===== src/rtl/change_pkg.sv =====
// Shared coin codes, controller states and payment limit for the coin vending controller.
package change_pkg;

    typedef enum logic [2:0] {
        NONE     = 3'd0,
        CIRCLE   = 3'd1,
        TRIANGLE = 3'd3,
        PENTAGON = 3'd5
    } coin_t;

    typedef enum logic [2:0] {
        IDLE     = 3'd0,
        COLLECT  = 3'd1,
        EVAL     = 3'd2,
        DISPENSE = 3'd3,
        DONE     = 3'd4
    } state_t;

    localparam int MAX_PAID = 15;

    function automatic logic coin_valid(input logic [2:0] code);
        return (code == CIRCLE) || (code == TRIANGLE) || (code == PENTAGON);
    endfunction

    function automatic logic [3:0] coin_value(input logic [2:0] code);
        return coin_valid(code) ? {1'b0, code} : 4'd0;
    endfunction

endpackage


===== src/rtl/coin_inventory.sv =====
// Change inventory: three 2-bit saturating counters fed by restock, dispense and sale credit.
module coin_inventory
    import change_pkg::*;
(
    input  logic       i_clk,
    input  logic       i_rst,
    input  logic       i_restock,
    input  logic [2:0] i_restock_coin,
    input  logic       i_dispense,
    input  logic [2:0] i_dispense_coin,
    input  logic [2:0] i_credit_c,
    input  logic [2:0] i_credit_t,
    input  logic [2:0] i_credit_p,
    output logic [1:0] o_circles,
    output logic [1:0] o_triangles,
    output logic [1:0] o_pentagons
);

    logic [1:0] r_circles, r_triangles, r_pentagons;
    logic       w_inc_c, w_inc_t, w_inc_p;
    logic       w_dec_c, w_dec_t, w_dec_p;

    // Simultaneous restock and dispense of one type cancel; credit lands after both.
    function automatic logic [1:0] next_count(input logic [1:0] cnt, input logic inc,
                                              input logic dec, input logic [2:0] credit);
        logic [3:0] v;
        v = {2'b00, cnt};
        if (inc && !dec)
            v = v + 4'd1;
        else if (dec && !inc && cnt != 2'd0)
            v = v - 4'd1;
        v = v + {1'b0, credit};
        return (v > 4'd3) ? 2'd3 : v[1:0];
    endfunction

    assign w_inc_c = i_restock && (i_restock_coin == CIRCLE);
    assign w_inc_t = i_restock && (i_restock_coin == TRIANGLE);
    assign w_inc_p = i_restock && (i_restock_coin == PENTAGON);
    assign w_dec_c = i_dispense && (i_dispense_coin == CIRCLE);
    assign w_dec_t = i_dispense && (i_dispense_coin == TRIANGLE);
    assign w_dec_p = i_dispense && (i_dispense_coin == PENTAGON);

    always_ff @(posedge i_clk) begin
        if (i_rst) begin
            r_circles   <= 2'd0;
            r_triangles <= 2'd0;
            r_pentagons <= 2'd0;
        end else begin
            r_circles   <= next_count(r_circles,   w_inc_c, w_dec_c, i_credit_c);
            r_triangles <= next_count(r_triangles, w_inc_t, w_dec_t, i_credit_t);
            r_pentagons <= next_count(r_pentagons, w_inc_p, w_dec_p, i_credit_p);
        end
    end

    assign o_circles   = r_circles;
    assign o_triangles = r_triangles;
    assign o_pentagons = r_pentagons;

endmodule


===== src/rtl/coin_vend_controller.sv =====
// Vending controller: collects payment, consults the ChangeMachine, dispenses up to two change coins.
// Optional CHANGE_ESCROW_EN: inserted coins are credited to the change inventory on entry to DONE.
module coin_vend_controller
    import change_pkg::*;
(
    input  logic       CLOCK_100,
    input  logic       reset,
    input  logic [3:0] CostIn,
    input  logic       SetCost,
    input  logic       InsertCoin,
    input  logic       Restock,
    input  logic [2:0] CoinType,
    input  logic       Vend,
    input  logic       Cancel,
    output logic [3:0] Cost,
    output logic [3:0] Paid,
    output logic [1:0] Pentagons,
    output logic [1:0] Triangles,
    output logic [1:0] Circles,
    input  logic [2:0] FirstCoin,
    input  logic [2:0] SecondCoin,
    input  logic       ExactAmount,
    input  logic       NotEnoughChange,
    input  logic       CoughUpMore,
    output logic       DispenseValid,
    output logic [2:0] DispenseCoin,
    input  logic       DispenseReady,
    output logic       Done,
    output logic       Refund,
    output logic       CoinReject,
    output logic       ShortPay,
    output logic       NoChange,
    output logic [3:0] RefundAmount,
    output logic [2:0] State
);

    state_t     r_state, w_state;
    logic [3:0] r_cost, w_cost, r_paid, w_paid, r_refund_amt, w_refund_amt;
    logic [2:0] r_first, w_first, r_second, w_second;
    logic       r_exact, w_exact, r_nec, w_nec, r_cum, w_cum;
    logic       r_sel_second, w_sel_second;
    logic       r_refund, w_refund, r_reject, w_reject, r_shortpay, w_shortpay;
    logic       r_nochange, w_nochange;
    logic [4:0] w_sum;
    logic [2:0] w_disp_coin;
    logic       w_fire, w_enter_done;
    logic [2:0] w_credit_c, w_credit_t, w_credit_p;

    assign w_sum        = {1'b0, r_paid} + {1'b0, coin_value(CoinType)};
    assign w_disp_coin  = r_sel_second ? r_second : r_first;
    assign w_fire       = DispenseValid && DispenseReady;
    assign w_enter_done = (w_state == DONE) && (r_state != DONE);

    always_comb begin
        w_state      = r_state;
        w_cost       = r_cost;
        w_paid       = r_paid;
        w_first      = r_first;
        w_second     = r_second;
        w_exact      = r_exact;
        w_nec        = r_nec;
        w_cum        = r_cum;
        w_sel_second = r_sel_second;
        w_refund     = 1'b0;
        w_refund_amt = 4'd0;
        w_reject     = 1'b0;
        w_shortpay   = 1'b0;
        w_nochange   = 1'b0;
        unique case (r_state)
            IDLE: begin
                if (SetCost && CostIn != 4'd0) begin
                    w_cost  = CostIn;
                    w_paid  = 4'd0;
                    w_state = COLLECT;
                end
            end
            COLLECT: begin
                if (Cancel) begin
                    w_refund     = 1'b1;
                    w_refund_amt = r_paid;
                    w_paid       = 4'd0;
                    w_cost       = 4'd0;
                    w_state      = IDLE;
                end else if (Vend) begin
                    w_state = EVAL;
                end else if (InsertCoin) begin
                    if (coin_valid(CoinType) && w_sum <= 5'(MAX_PAID))
                        w_paid = w_sum[3:0];
                    else
                        w_reject = 1'b1;
                end
            end
            EVAL: begin
                w_first      = FirstCoin;
                w_second     = SecondCoin;
                w_exact      = ExactAmount;
                w_nec        = NotEnoughChange;
                w_cum        = CoughUpMore;
                w_sel_second = 1'b0;
                if (CoughUpMore) begin
                    w_state    = COLLECT;
                    w_shortpay = 1'b1;
                end else if (NotEnoughChange) begin
                    w_state    = COLLECT;
                    w_nochange = 1'b1;
                end else if (ExactAmount) begin
                    w_state = DONE;
                end else begin
                    w_state = DISPENSE;
                end
            end
            DISPENSE: begin
                if (DispenseReady) begin
                    if (!r_sel_second && r_second != NONE)
                        w_sel_second = 1'b1;
                    else
                        w_state = DONE;
                end
            end
            DONE: begin
                w_cost  = 4'd0;
                w_paid  = 4'd0;
                w_state = IDLE;
            end
            default: w_state = IDLE;
        endcase
    end

    always_ff @(posedge CLOCK_100) begin
        if (reset) begin
            r_state      <= IDLE;
            r_cost       <= 4'd0;
            r_paid       <= 4'd0;
            r_first      <= 3'd0;
            r_second     <= 3'd0;
            r_exact      <= 1'b0;
            r_nec        <= 1'b0;
            r_cum        <= 1'b0;
            r_sel_second <= 1'b0;
            r_refund     <= 1'b0;
            r_refund_amt <= 4'd0;
            r_reject     <= 1'b0;
            r_shortpay   <= 1'b0;
            r_nochange   <= 1'b0;
        end else begin
            r_state      <= w_state;
            r_cost       <= w_cost;
            r_paid       <= w_paid;
            r_first      <= w_first;
            r_second     <= w_second;
            r_exact      <= w_exact;
            r_nec        <= w_nec;
            r_cum        <= w_cum;
            r_sel_second <= w_sel_second;
            r_refund     <= w_refund;
            r_refund_amt <= w_refund_amt;
            r_reject     <= w_reject;
            r_shortpay   <= w_shortpay;
            r_nochange   <= w_nochange;
        end
    end

`ifdef CHANGE_ESCROW_EN
    logic [2:0] r_tally_c, r_tally_t, r_tally_p;
    logic       w_accept;

    assign w_accept = (r_state == COLLECT) && InsertCoin && !Cancel && !Vend &&
                      coin_valid(CoinType) && (w_sum <= 5'(MAX_PAID));

    always_ff @(posedge CLOCK_100) begin
        if (reset || r_state == IDLE) begin
            r_tally_c <= 3'd0;
            r_tally_t <= 3'd0;
            r_tally_p <= 3'd0;
        end else if (w_accept) begin
            case (CoinType)
                CIRCLE:   if (r_tally_c != 3'd7) r_tally_c <= r_tally_c + 3'd1;
                TRIANGLE: if (r_tally_t != 3'd7) r_tally_t <= r_tally_t + 3'd1;
                PENTAGON: if (r_tally_p != 3'd7) r_tally_p <= r_tally_p + 3'd1;
                default: ;
            endcase
        end
    end

    assign w_credit_c = w_enter_done ? r_tally_c : 3'd0;
    assign w_credit_t = w_enter_done ? r_tally_t : 3'd0;
    assign w_credit_p = w_enter_done ? r_tally_p : 3'd0;
`else
    assign w_credit_c = 3'd0;
    assign w_credit_t = 3'd0;
    assign w_credit_p = 3'd0;
`endif

    coin_inventory u_inventory (
        .i_clk           (CLOCK_100),
        .i_rst           (reset),
        .i_restock       (Restock),
        .i_restock_coin  (CoinType),
        .i_dispense      (w_fire),
        .i_dispense_coin (w_disp_coin),
        .i_credit_c      (w_credit_c),
        .i_credit_t      (w_credit_t),
        .i_credit_p      (w_credit_p),
        .o_circles       (Circles),
        .o_triangles     (Triangles),
        .o_pentagons     (Pentagons)
    );

    // Dispense only follows an evaluation that asked for change.
    assign DispenseValid = (r_state == DISPENSE) && !r_exact && !r_nec && !r_cum;
    assign DispenseCoin  = DispenseValid ? w_disp_coin : 3'd0;
    assign Done          = (r_state == DONE);
    assign Cost          = r_cost;
    assign Paid          = r_paid;
    assign Refund        = r_refund;
    assign RefundAmount  = r_refund_amt;
    assign CoinReject    = r_reject;
    assign ShortPay      = r_shortpay;
    assign NoChange      = r_nochange;
    assign State         = r_state;

endmodule


===== config.mk =====
export PLATFORM = sky130hd
export DESIGN_NAME = coin_vend_controller
export DESIGN_NICKNAME = d
export VERILOG_FILES = /design/src/rtl/change_pkg.sv /design/src/rtl/coin_inventory.sv /design/src/rtl/coin_vend_controller.sv
export SDC_FILE = /design/constraint.sdc
export NUM_CORES = 1
export LEC_CHECK = 0
export CORE_MARGIN = 4
export CORE_UTILIZATION = 43
export CTS_CLUSTER_SIZE = 16
export DETAILED_ROUTE_END_ITERATION = 6
export GPL_TIMING_DRIVEN = 0
export HOLD_SLACK_MARGIN = 0.1
export PLACE_DENSITY = 0.78
export SLEW_MARGIN = 40
export SYNTH_ARGS = -nofsm -noshare
export SYNTH_HDL_FRONTEND = slang
export SYNTH_SLANG_ARGS = --single-unit

===== constraint.sdc =====
create_clock -name CLOCK_100 -period 1.95 [get_ports CLOCK_100]
set_input_delay 0.39 -clock CLOCK_100 [delete_from_list [all_inputs] [get_ports CLOCK_100]]
set_output_delay 0.39 -clock CLOCK_100 [all_outputs]
set_load 0.02 [all_outputs]

==> run summary, run 1 <==
Via count: 1923
Reg2reg end: u_inventory.o_pentagons[1]
Core area: 4414 um2
Root buf cell: clkbuf_8
Worst-path clk slew: 0.07 ns
Drt initial violations: 51
Fmax: 519.1 MHz
Initial antenna violation count: 0
Detail Route Antenna Nets: 0
Hold Path Stages: 1
Later-pin clock latency in the skew report: 0.28 ns
Std-Cell Rows: 24
Total Wirelength: 4794 um
Max VDD drop: 0.4236 mV
Register area share after synthesis: 35.18%
Pins Over Slew Limit: 0
Most used flip-flop cell after synthesis: dfxtp_1
Die X: 76.06 um
Maxcap violations: 0
Unrepaired setup endpoints after global routing: true
RR Startpoint: State[2]
Final nets: 333
CTS tree: done
Multi-input gate area: 1250 um2
Pwr Density: 579.2 nW/um2
Register-to-register setup slack: 0.11 ns
Asr flop ratio synth: 0%
Setup_tns: 0 ns
Post-Syn Nets: 272
Pre-CTS setup slack: -0.6880 ns
Reg area: 703.2 um2
Dominant cells by area after synthesis: dfxtp_1, ha_1, nand2_1, nor2_1, a21oi_1
FF+latch count, synth: 35
Ant diodes: 0
Post-synth EDFFs: 0
Most frequent cells in the layout: clkdlybuf4s50_1, dfxtp_1, nand2_1
Pin count of the biggest net entering global routing: 11
R2R depth: 6
Fill cells: 380
Worst EP arrival: 2.11 ns
Quantity of I/O buffers inserted on ports: 53
Top-area cell type share of the netlist area: 35.18%
Clock sink count: 35
Critical path launch point type: input port
Layout Cell Area excl Fill: 2751 um2
DR WL/cell: 13.74 um
Worst Path Max Fanout: 6
Starting Density: 45.12%
First-pass GRT wire length: 8335 um
Worst Tran Pin Value: 0.6952 ns
Hold Crit Class: reg -> reg
Gr ovfl total: 0
Remaining DRCs: 0
Critical Setup Path Class: in -> reg
GP Congestion: 0.8587
Post-Synthesis Cells: 235
Most common cell after layout, fill and taps aside: clkdlybuf4s50_1
Netlist cell types: 58
Setup Skew: 0.004176 ns
Lkg Pwr: 1.060 nW
Top Family by Delay on Critical Path: compound AO/OA/AOI/OAI gates
Top Ports: 54
Crit-path max cell delay: 0.37 ns
Layout cells sized above 1: 13.47%
WHS Endpoint: Cost[0]
Via density: 5.510
Die Area: 5785 um2
Rel. slew slack: 53.00%
Avg Cell Area, Syn: 8.476 um2
Final hold vios: 0
# H-tree levels: 2
Worst Path Buf+Inv: 4
Area growth syn-to-layout: 38.13%
Cts hold-fix bufs: 0
Maximum root-to-sink buffer count: 2
Setup violators final: 0
Post-synth top area cell: dfxtp_1
Placed cell areas: 2609 um2
Num CTS Buffers: 5
Vias in the first global route: 1897
Min-delay src: Cost[0]
Synth warnings: 0
CP endpoint kind: flop
Slowest-stage cell, CP: fa_2
Synthesized cell area: 1992 um2
Die Span Y: 76.06 um
GRT Total Usage: 16.65%
Minimum clock period: 1.926 ns
PnR worst setup slack: 0.02373 ns
Post-DP HPWL: 3592 um
Crit path required time: 2.14 ns
Worst path cell trace: buf_8 -> a21bo_4 -> inv_4 -> ha_4 -> inv_2 -> fa_2 -> inv_2 -> a21oi_2 -> a211o_1 -> a211o_1 -> o41ai_2
Final period util: 98.78%
Fin util: 62.33%
Drt pass-1 iters: 4
Status: completed
[where the power goes]
group          leakage (nW)  total [W]  switching, W  internal [W]
clock network        0.0422   0.000509      0.000258      0.000251
registers             0.284   0.000770     0.0000290      0.000741
logic                 0.733   0.000314      0.000160      0.000154
[synth_stat cells, drive strengths merged (2+ instances only)]
library cell / count
dfxtp: 35
nand2: 31
nor2: 22
inv: 18
a21oi: 17
ha: 12
clkbuf: 6
mux2i: 6
and2: 5
buf: 5
nor3: 5
o211ai: 5
a211oi: 4
a22o: 4
and4b: 4
nand3: 4
a311oi: 3
and3b: 3
nor2b: 3
nor3b: 3
o41ai: 3
a211o: 2
nand2b: 2
nor4b: 2
o21a: 2
o21bai: 2
or4: 2
[flip-flops by register name, indices dropped and copies added (netlist names), 2 cells and up]
signal and cells:
Cost 4, Paid 4, RefundAmount 4, State 3, r_first 3, r_second 3
u_inventory.o_circles 2, u_inventory.o_pentagons 2, u_inventory.o_triangles 2
[how the worst max path moves through the flow]
stage	from	end	slack (ns)	depth (start not counted)
after floorplan	CoinType[0]	Paid[1]	-0.02	10
after global placement	CoinType[0]	Paid[1]	-0.68	11
after detailed placement	CoinType[0]	Paid[1]	-0.69	11
after CTS	CoinType[0]	Paid[2]	0.005	11
after global routing	CoinType[1]	Paid[2]	-0.05	11
final	CoinType[1]	Paid[2]	0.02	11
[stage by stage]
stage               hold WS (ns)  std cells  total power (W)
floorplan                 0.4357        235        0.0009494
global placement          0.4444        340         0.001077
detailed placement        0.4500        340         0.001084
CTS                       0.4742        348         0.001587
global route              0.5024        349         0.001674
finish                    0.4821        349         0.001594
[metal layers]
metal,track usage (%),vias to the layer above,wire length (um)
met2,28.34,42,2329
met1,20.00,902,2134
met4,5.769,0,105
met5,0,-,0
met3,4.610,11,225
li1,-,968,-
[final cells by class]
type / count / share of cell area (%)
Buffer: 11 / 1.819
Clock buffer: 7 / 2.774
Clock inverter: 1 / 0.1819
Inverter: 18 / 2.547
Multi-Input combinational cell: 171 / 45.43
Sequential cell: 35 / 25.56
Tap cell: 52 / 2.365
Timing Repair Buffer: 54 / 19.33
[kinds of logic (layout without fill, tap and decap cells)]
kind of cell             count (synthesis)  in the layout  share of synthesized area, %
AO/OA/AOI/OAI                           58             58                         21.80
XOR/XNOR                                 1              1                        0.4398
adder cells (fa/ha/maj)                 13             13                         8.543
buffers and inverters                   29             91                         5.653
flip-flops                              35             35                         35.18
multiplexers                             6              6                         3.015
AND/OR/NAND/NOR                         93             93                         25.38
[what timing repair did]
action	in CTS	in global routing
resized for setup	21	29
pin swaps	2	4
setup buffers	0	1
setup endpoints to repair	20	22
[worst reg2reg max path: cells and delay by family, from the launching register on]
kind                   cells  cell delay, ns
flip-flops                 1            0.39
buffers and inverters      1            0.16
AND/OR/NAND/NOR            3            0.81
AO/OA/AOI/OAI              2            0.42
Power figures use the tool's default switching activity.
==> run 2: changes to the inputs <==
--- a/config.mk
+++ b/config.mk
@@ -12,7 +12,8 @@
 export GPL_TIMING_DRIVEN = 0
 export HOLD_SLACK_MARGIN = 0.1
 export PLACE_DENSITY = 0.78
-export SLEW_MARGIN = 40
+export SKIP_LAST_GASP = 1
+export SLEW_MARGIN = 20
 export SYNTH_ARGS = -nofsm -noshare
 export SYNTH_HDL_FRONTEND = slang
 export SYNTH_SLANG_ARGS = --single-unit
==> run 2 against run 1 <==
  * Routed wire length unchanged
  * Combinational power about the same
  * Critical path type unchanged
  * Critical endpoint unchanged
  * Worst hold slack about the same
  * Power about the same
  * Fmax down 0.17%
==> run summary, run 2 (synthesis results as in run 1) <==
Total Wirelength: 4794 um (unchanged)
Pint: 0.001146 W (about the same)
Remaining DRCs: 0 (unchanged)
Std-Cell Rows: 24 (unchanged)
Worst-path clk slew: 0.07 ns (about the same)
Die Area: 5785 um2 (unchanged)
Sw Pwr: 0.0004481 W (+0.23%)
Pwr Density: 580.4 nW/um2 (+0.19%)
Area growth syn-to-layout: 37.88%
Worst path cell trace: buf_6 -> a21bo_4 -> inv_4 -> ha_4 -> inv_2 -> fa_2 -> inv_2 -> a21oi_2 -> a211o_1 -> a211o_1 -> o41ai_2
Sw Share: 28.11% (+0.061 points)
Crit-path max cell delay: 0.37 ns (about the same)
Quantity of I/O buffers inserted on ports: 53 (unchanged)
Vias in the first global route: 1897 (unchanged)
Cts hold-fix bufs: 0 (unchanged)
Clock sink count: 35 (unchanged)
Critical Setup Path Class: in -> reg
Critical path launch point type: input port
Setup_tns: 0 ns (unchanged)
Worst hold margin: 0.4821 ns (-0.000007000 ns)
Setup Skew: 0.004115 ns (-0.00006109 ns)
Core area: 4414 um2 (unchanged)
Setup violators final: 0 (unchanged)
Unrepaired setup endpoints after global routing: true
Min-delay src: Cost[0]
Top Family by Delay on Critical Path: compound AO/OA/AOI/OAI gates
Via density: 5.530 (+0.36%)
Reg2reg end: u_inventory.o_pentagons[1]
PnR worst setup slack: 0.02043 ns (-0.003301 ns)
Lkg Pwr: 1.062 nW (+0.21%)
Worst Tran Pin Value: 0.6952 ns (unchanged)
Reg area: 703.2 um2 (unchanged)
GRT Total Usage: 16.65% (unchanged)
RR Startpoint: State[2]
Top Ports: 54 (unchanged)
Clock Power Share: 32.0% (about the same)
WHS Endpoint: Cost[0]
Die X: 76.06 um (unchanged)
Root buf cell: clkbuf_8
# H-tree levels: 2 (unchanged)
Fill cells: 378 (-0.53%)
Maxcap violations: 0 (unchanged)
Die Span Y: 76.06 um (unchanged)
Status: completed
Worst EP arrival: 2.12 ns (about the same)
Hold Crit Class: reg -> reg
Maximum root-to-sink buffer count: 2 (unchanged)
Slowest-stage cell, CP: fa_2
Detail Route Antenna Nets: 0 (unchanged)
Register-to-register setup slack: 0.11 ns (about the same)
Pre-CTS setup slack: -0.6880 ns (unchanged)
Num CTS Buffers: 5 (unchanged)
Multi-input gate area: 1250 um2 (unchanged)
Fmax: 518.3 MHz (-0.17%)
Minimum clock period: 1.930 ns (+0.003301 ns)
Post-DP HPWL: 3592 um (unchanged)
Initial antenna violation count: 0 (unchanged)
Worst Path Max Fanout: 6 (unchanged)
DR WL/cell: 13.74 um (unchanged)
Sequential share of power: 48.3% (about the same)
Rel. slew slack: 53.00% (unchanged)
CP endpoint kind: flop
CTS tree: done
Via count: 1930 (+0.36%)
Most common cell after layout, fill and taps aside: clkdlybuf4s50_1
Layout cells sized above 1: 13.47% (unchanged)
Final nets: 333 (unchanged)
Drt pass-1 iters: 5 (+1)
Pins Over Slew Limit: 0 (unchanged)
Worst Path Buf+Inv: 4 (unchanged)
Hold Path Stages: 1 (unchanged)
Pin count of the biggest net entering global routing: 11 (unchanged)
GP Congestion: 0.8587 (unchanged)
Starting Density: 45.12% (unchanged)
Combinational Power Share: 19.7% (about the same)
Final period util: 98.95% (+0.17 points)
Crit path required time: 2.14 ns (about the same)
Max VDD drop: 0.4234 mV (about the same)
Drt initial violations: 50 (-2.0%)
Ant diodes: 0 (unchanged)
Later-pin clock latency in the skew report: 0.28 ns (about the same)
Most frequent cells in the layout: clkdlybuf4s50_1, dfxtp_1, nand2_1
Gr ovfl total: 0 (unchanged)
Final hold vios: 0 (unchanged)
First-pass GRT wire length: 8335 um (unchanged)
R2R depth: 6 (unchanged)
## run 2: changes by cell type in the layout (fill, tap and decap cells not counted), sizes merged
cell           previous run  this run
clkdlybuf4s15             1         0
dlygate4sd2               1         2
## run 2: area by class of cell
class                      instances  area share [%]
clock inverter                     1          0.1822
buffer                            11           1.822
tap                               52           2.369
inverter                          18           2.551
clock buffer                       7           2.779
sequential                        35           25.60
timing repair buffer              54           19.18
multi-input combinational        171           45.51
## run 2: worst register-to-register path, delay by kind of cell (launching register included)
| kind | cells | cell delay, ns |
|---|---|---|
| buf+inv | 1 | 0.16 |
| compound gates | 2 | 0.42 |
| simple gates | 3 | 0.81 |
| flops | 1 | 0.39 |
## run 2: routing by layer
layer,vias up,share of wire [%],wire length [um],GRT usage (%)
li1,970,-,-,-
met2,41,49,2333,28.34
met5,-,0,0,0
met4,0,1.8,87,5.769
met3,10,4.2,201,4.610
met1,909,45,2172,20.00
## run 2: power by group through the flow
stage / combinational, W / clock [W] / sequential (W)
finish: 0.000314 / 0.000510 / 0.000770
global route: 0.000345 / 0.000554 / 0.000775
detailed placement: 0.000300 / 0 / 0.000784
CTS: 0.000301 / 0.000517 / 0.000769
floorplan: 0.000146 / 0 / 0.000804
global placement: 0.000293 / 0 / 0.000784
## run 2: worst max-delay path by stage
stage                           start  endpoint  slack (ns)  depth (start not counted)
after floorplan           CoinType[0]   Paid[1]       -0.02                         10
after global placement    CoinType[0]   Paid[1]       -0.68                         11
after detailed placement  CoinType[0]   Paid[1]       -0.69                         11
after CTS                 CoinType[0]   Paid[2]       0.005                         11
after global routing      CoinType[1]   Paid[2]       -0.05                         11
final                     CoinType[1]   Paid[2]        0.02                         11
## run 2: through the flow
step	instance area, um2	std cells	total power (W)	utilization (%)
finish	2746	349	0.001594	62.22
global route	2746	349	0.001673	62.22
CTS	2683	348	0.001587	60.77
detailed placement	2609	340	0.001084	59.10
global placement	2609	340	0.001077	59.10
floorplan	2013	235	0.0009494	-
## run 2: what timing repair did
item	4_1_cts	5_1_grt
pin swaps	2	4
resized for setup	21	27
setup endpoints to repair	20	22
setup buffers	0	1
